$ cat src/rtl/oam_dma_ctrl.sv
// Sprite-DMA engine: a CPU write of page XX to $4014 stalls the CPU and copies $XX00-$XXFF into OAMDATA ($2004).
// Optional macro OAM_DMA_ALIGN_EN inserts an ALIGN cycle so the first READ always lands on an even cycle.
module oam_dma_ctrl (
    input  logic        clock,
    input  logic        reset,
    input  logic        clock_en,
    input  logic [15:0] cpu_addr,
    input  logic        cpu_r_en,
    input  logic [7:0]  cpu_w_data,
    input  logic [7:0]  mem_r_data,
    output logic [15:0] mem_addr,
    output logic        mem_r_en,
    output logic [7:0]  mem_w_data,
    output logic        cpu_stall,
    output logic        dma_busy
);

    typedef enum logic [2:0] {
        S_IDLE,
        S_HALT,
        S_ALIGN,
        S_READ,
        S_WRITE
    } state_t;

    localparam logic [15:0] OAMDMA_ADDR  = 16'h4014;
    localparam logic [15:0] OAMDATA_ADDR = 16'h2004;

    state_t     state_q, state_d;
    logic [7:0] page_q, page_d;
    logic [7:0] idx_q, idx_d;
`ifdef OAM_DMA_ALIGN_EN
    logic       parity_q, parity_d;
`endif

    // NOTE: state registers use non-blocking assignments so every flop samples pre-edge values.
    always_ff @(posedge clock or posedge reset) begin
        if (reset) begin
            state_q  <= S_IDLE;
            page_q   <= '0;
            idx_q    <= '0;
`ifdef OAM_DMA_ALIGN_EN
            parity_q <= 1'b0;
`endif
        end else begin
            state_q  <= state_d;
            page_q   <= page_d;
            idx_q    <= idx_d;
`ifdef OAM_DMA_ALIGN_EN
            parity_q <= parity_d;
`endif
        end
    end

`ifdef OAM_DMA_ALIGN_EN
    // parity_d is the parity of the upcoming cycle; 0 means that cycle is even.
    always_comb begin
        parity_d = clock_en ? ~parity_q : parity_q;
    end
`endif

    // NOTE: every output of this block is defaulted first so no path can infer a latch.
    always_comb begin
        state_d    = state_q;
        page_d     = page_q;
        idx_d      = idx_q;
        mem_addr   = cpu_addr;
        mem_r_en   = cpu_r_en;
        mem_w_data = cpu_w_data;

        case (state_q)
            S_IDLE: begin
                // The trigger write itself still reaches the PPU through the pass-through bus.
                if (clock_en && cpu_addr == OAMDMA_ADDR && !cpu_r_en) begin
                    page_d  = cpu_w_data;
                    idx_d   = '0;
                    state_d = S_HALT;
                end
            end

            S_HALT: begin
                mem_r_en   = 1'b1;
                mem_w_data = '0;
                if (clock_en) begin
`ifdef OAM_DMA_ALIGN_EN
                    state_d = parity_d ? S_ALIGN : S_READ;
`else
                    state_d = S_READ;
`endif
                end
            end

            S_ALIGN: begin
                mem_r_en   = 1'b1;
                mem_w_data = '0;
                if (clock_en) begin
                    state_d = S_READ;
                end
            end

            S_READ: begin
                mem_addr   = {page_q, idx_q};
                mem_r_en   = 1'b1;
                mem_w_data = '0;
                if (clock_en) begin
                    state_d = S_WRITE;
                end
            end

            S_WRITE: begin
                // mem_r_data holds the byte fetched by the preceding READ cycle.
                mem_addr   = OAMDATA_ADDR;
                mem_r_en   = 1'b0;
                mem_w_data = mem_r_data;
                if (clock_en) begin
                    if (idx_q == 8'hFF) begin
                        state_d = S_IDLE;
                    end else begin
                        idx_d   = idx_q + 8'd1;
                        state_d = S_READ;
                    end
                end
            end

            default: begin
                state_d = S_IDLE;
            end
        endcase
    end

    always_comb begin
        dma_busy  = (state_q != S_IDLE);
        cpu_stall = dma_busy;
    end

endmodule

$ cat config.mk
export PLATFORM = sky130hd
export DESIGN_NAME = oam_dma_ctrl
export DESIGN_NICKNAME = d
export VERILOG_FILES = /design/src/rtl/oam_dma_ctrl.sv
export SDC_FILE = /design/constraint.sdc
export NUM_CORES = 1
export LEC_CHECK = 0
export BUFFER_PORTS_ARGS = -buffer_cell sky130_fd_sc_hd__buf_2
export CORE_AREA = 2 2 72 60
export DETAILED_ROUTE_END_ITERATION = 12
export DIE_AREA = 0 0 74 62
export PLACE_DENSITY = 0.7
export SLEW_MARGIN = 20
export SYNTH_ARGS = -nofsm -noshare
export SYNTH_HDL_FRONTEND = slang
export SYNTH_SLANG_ARGS = --single-unit
$ cat constraint.sdc
create_clock -name clock -period 2.31 [get_ports clock]
set_input_delay 0.693 -clock clock [delete_from_list [all_inputs] [get_ports clock]]
set_output_delay 0.693 -clock clock [all_outputs]
set_load 0.03 [all_outputs]
Word level (Yosys, flattened, before mapping)
Cells that the tools add are included.

operators by class
  add/subtract/negate cells = 1
  multiply operators = 0
  div/mod/pow operators = 0
  order comparisons = 0
  eq/ne operators = 11
  shifts and indexed selects = 0
  muxes and demuxes = 13
  bitwise operators = 0
  reductions and logical operators = 11

operator list
  cell                    number
  $pmux W16 S2            1
  $pmux W8 S2             2
  $mux W8                 3
  $eq A16 B15 Y1 const B  1
  $mux W3                 4
  $pmux W3 S4             1
  $add A8 B1 Y8 const B   1
  $eq A8 B8 Y1 const B    1
  $ne A2 B2 Y1 const B    4
  $reduce_and A4 Y1       2
  $eq A3 B2 Y1 const B    2
  $eq A3 B1 Y1 const B    1
  $eq A3 B3 Y1 const B    1
  $logic_not A3 Y1        1
  $reduce_bool A3 Y1      1
  $reduce_or A3 Y1        1
  $logic_and A1 B1 Y1     2
  $mux W2                 1
  $ne A2 B1 Y1 const B    1
  $pmux W1 S2             1
  $reduce_and A2 Y1       1
  $reduce_bool A2 Y1      1
  $reduce_or A2 Y1        1
  $logic_not A1 Y1        1

storage, ports and cells
  flip-flop bits (word level) = 19
  bits in latches = 0
  RAM bits = 0
  memory bits (read-only) = 0
  input bits = 36
  memories = 0

Logic depth before layout (Yosys ltp)
  depth after elaboration = 5
  mapped depth = 6

Worst setup path after synthesis
OpenSTA, ideal clock, no wires.

  kind = reg2out
  start point = register state_q[1]
  end point = output port mem_addr[2]
  arrival time = 2.028 ns
  data required time = 1.617 ns
  slack = -0.411 ns
  cell stages (with the launch flop) = 4
  cell sequence = dfrtp_1 -> clkbuf_1 -> nand2_1 -> o311ai_0

on the way
  longest elaborated chain between the ends = 2
  elaborated cells between the ends (all ways) = 3

RTL lines
  item                                          line  source
  from (decl)                                   29    state_t state_q, state_d;
  from (signal assigned)                        46    state_q <= state_d;
  $eq A3 B3 Y1 or $eq A3 B2 Y1 (tied branches)  71    case (state_q)
  $pmux W16 S2 *                                71
  to (decl)                                     11    output logic [15:0] mem_addr,

Mark *: on every way between the ends. The rest lies on a longest branch, timed or not.

Worst setup path after layout
  start point = register state_q[1]
  end point = output port mem_addr[6]

Same word-level chain as after synthesis.

==> flow_summary.yaml <==
place:
  portBuffers: 62
  place_congestion: 0.867
  dpl.hpwl_mm: 3.40
  pre_cts_ws_ps: 105
global_route:
  gr-total-overflow: 0
  grt_pass1_vias: 1416
  grt_pass1_wl_mm: 7.00
  grt_usage_pct: 20.2
  antenna_found_initial: 0
  grt_max_degree: 23
clocking:
  cts_tree: "yes"
  hold_buffers: 0
  cts_inserted_buffers: 3
  clockRootBuffer: "clkbuf_8"
  clkTransAtPathRegs_ps: 80
  cts.sinks: 19
  h-tree-depth: 1
  clock_path_buffers: 2
  clock_latency_ps: 260
synthesis:
  synth.distinct_cells: 46
  synth_area_per_cell_sq_um: 7.94
  netlist_top_cells_area: "dfrtp_1 (30%), nand2_1 (7.2%), o21ai_0 (5.9%), nand3_1 (5.0%), mux2i_1 (4.3%)"
  synthSimpleGateAreaFrac_pct: 27.3
  ys_top_cells_by_count: "nand2_1 (31), dfrtp_1 (19), o21ai_0 (19)"
  yosys.area.top_type_share_pct: 29.5
  synth-async-reset-ratio_pct: 100
  synth-edff-count: 0
  synth_compound_area_share_pct: 24.1
  synth_flop_cell: "dfrtp_1"
  synth_nets: 240
  synth_most_common_cell: "nand2_1"
  synth-adder-area-share_pct: 0.776
  synth_area_sq_um: 1610
  synth_largest_area_cell: "dfrtp_1"
  synth_top_family_by_area: "simple AND/OR/NAND/NOR gates"
  synth-seq-area-share_pct: 29.5
  ys_warn_count: 0
  synthCells: 203
  ys_ff_latch: 19
  synth-xor-area-share_pct: 0.543
  synthMuxAreaShare_pct: 9.94
pwr:
  peakVddDrop_mv: 0.479
  internal_power_mw: 1.43
  switching_share_pct: 52.4
  power.share.clock_pct: 8.1
  seqPwrFrac_pct: 16.6
  powerDensity_nw_per_um2: 1310
  pwr-share-comb_pct: 75.3
  switchingPower_mw: 1.57
  finalPower_mw: 3.00
  p_leak_nw: 1.11
routing:
  final_antenna_net_count: 0
  drt_iter0_markers: 175
  num_vias: 1847
  route.detailed.drc: 0
  routed_wirelength_mm: 5.07
  wl_per_cell_microns: 15.3
  firstDrtPassIters: 4
  via_per_inst: 5.58
finish:
  diodes: 0
  fill_cells: 363
  areaGrowthSynthToFinish_pct: 41.8
  final_nets: 312
  drive_above_1_share_pct: 43.1
floorplan:
  ios: 63
  initial_core_util_pct: 40.6
  die_y_microns: 62
  die_w_microns: 74
  num_rows: 21
  core_area_sq_um: 3970
  die_area_sq_um: 4590
setup_path:
  path_cells: "buf_6 -> and2_4 -> clkbuf_16 -> nor2_1 -> a221oi_2 -> buf_4"
  critical_path.max_stage_delay_ps: 410
  path_delay_family: "buffers and inverters"
  r2r-start: "state_q[1]$_DFFE_PP0P_"
  cp.required_ps: 1620
  startpoint: "state_q[1]$_DFFE_PP0P_"
  critPathLaunchType: "flop"
  worstSetupPathType: "reg -> out"
  worstPathMaxFanout: 9
  cp_num_buf_inv: 3
  cp-end-kind: "primary output"
  arrival_ps: 1610
  slowest_stage: "dfrtp_1"
timing:
  drv_slew: 0
  tightestPinTransition_ps: 741
  period_share_pct: 99.6
  hold_viol: 0
  period_needed_ps: 2300
  fmaxAchievable_ghz: 0.435
  rsz0062_at_grt: "true"
  fin_worst_skew_ps: 2.77
  fin_ws_ps: 9.09
  setup_violations: 0
  max_slew_margin_pct: 50.6
min_path:
  hold_start: "page_q[3]$_DFFE_PP0P_"
  hp-class: "reg -> reg"
status:
  status: "finished, final reports clean"
run:
  cap_violations: 0
[stage by stage]
step	instances	utilization, %	TNS, ps	hold WS [ps]	cell area (sq um)
finish	331	57.6	0	521	2280
global route	331	57.6	-260	537	2280
CTS	317	52.5	0	517	2080
detailed placement	313	51.0	0	500	2020
global placement	313	51.0	0	490	2020
floorplan	203	-	-99.4	459	1660
[worst paths after layout]
check | depth (start not counted) | endpoint | slack, ps
worst max-delay path | 6 | mem_addr[6] | 9
worst min-delay path | 1 | page_q[3]$_DFFE_PP0P_ | 520
worst max register to register | 8 | idx_q[6]$_DFFE_PP0P_ | 140
worst min register to register | 1 | page_q[3]$_DFFE_PP0P_ | 520
max in group asynchronous | 2 | state_q[0]$_DFFE_PP0P_ | 1250
min in group asynchronous | 2 | page_q[4]$_DFFE_PP0P_ | 540
[cells by family (layout without fill, tap and decap cells)]
| group | count (synthesis) | in the layout |
|---|---|---|
| compound gates | 57 | 57 |
| xor+xnor | 1 | 1 |
| fa+ha+maj | 1 | 1 |
| buf+inv | 26 | 95 |
| flops | 19 | 19 |
| mux | 15 | 15 |
| simple gates | 84 | 86 |
[power groups by stage]
stage,Combinational [mW],Sequential (mW),Clock (mW)
finish,2.26,0.498,0.244
global route,2.41,0.511,0.263
CTS,1.87,0.478,0.246
detailed placement,1.84,0.483,0
global placement,1.83,0.479,0
floorplan,1.39,0.454,0
[layout by cell type, fill, tap and decap left out, types with 2 or more instances in the layout]
cell type / Yosys / final
clkbuf_8: 0 / 3
nand3_1: 16 / 15
buf_2: 5 / 46
o21ai_0: 19 / 12
nand2_1: 31 / 30
inv_1: 8 / 8
buf_6: 2 / 4
nor2_4: 1 / 2
o211ai_1: 3 / 3
a221oi_2: 0 / 6
o22ai_1: 7 / 7
nor3_1: 3 / 2
o21ai_1: 2 / 9
buf_4: 2 / 30
a211oi_2: 0 / 2
mux2i_1: 7 / 7
nor2_1: 18 / 17
nand4_1: 2 / 2
or2_4: 0 / 2
mux2_2: 6 / 6
a21oi_1: 7 / 7
dfrtp_1: 19 / 18
mux2_1: 2 / 2
o31a_1: 3 / 3
[cell type report]
cell class              instances  area (sq um)  area share [%]
clock buffers                   4          45.0            1.97
inverters                       8          30.0            1.31
multi-input cells             160          1110            48.5
flip-flops and latches         19           477            20.9
well taps                      57          71.3            3.12
repair buffers                 83           553            24.2
[routing by layer]
layer | GRT usage [%] | share of wire [%] | vias to the layer above
met5 | 0 | 0 | -
li1 | - | - | 891
met1 | 30.2 | 46 | 875
met3 | 3.39 | 7.0 | 8
met4 | 7.79 | 1.6 | 0
met2 | 29.0 | 46 | 73
[registers in the layout, summed over array words and instances (netlist names)]
name     count
state_q      3
idx_q        8
page_q       8
[timing repair]
item,4_1_cts,5_1_grt
resized for setup,5,42
cloned,0,5
pin swaps,0,7
endpoints found under the hold margin,0,0
setup endpoints to repair,21,24
buffers inserted,0,9
Note: power is estimated with default switching activity, not from simulation.
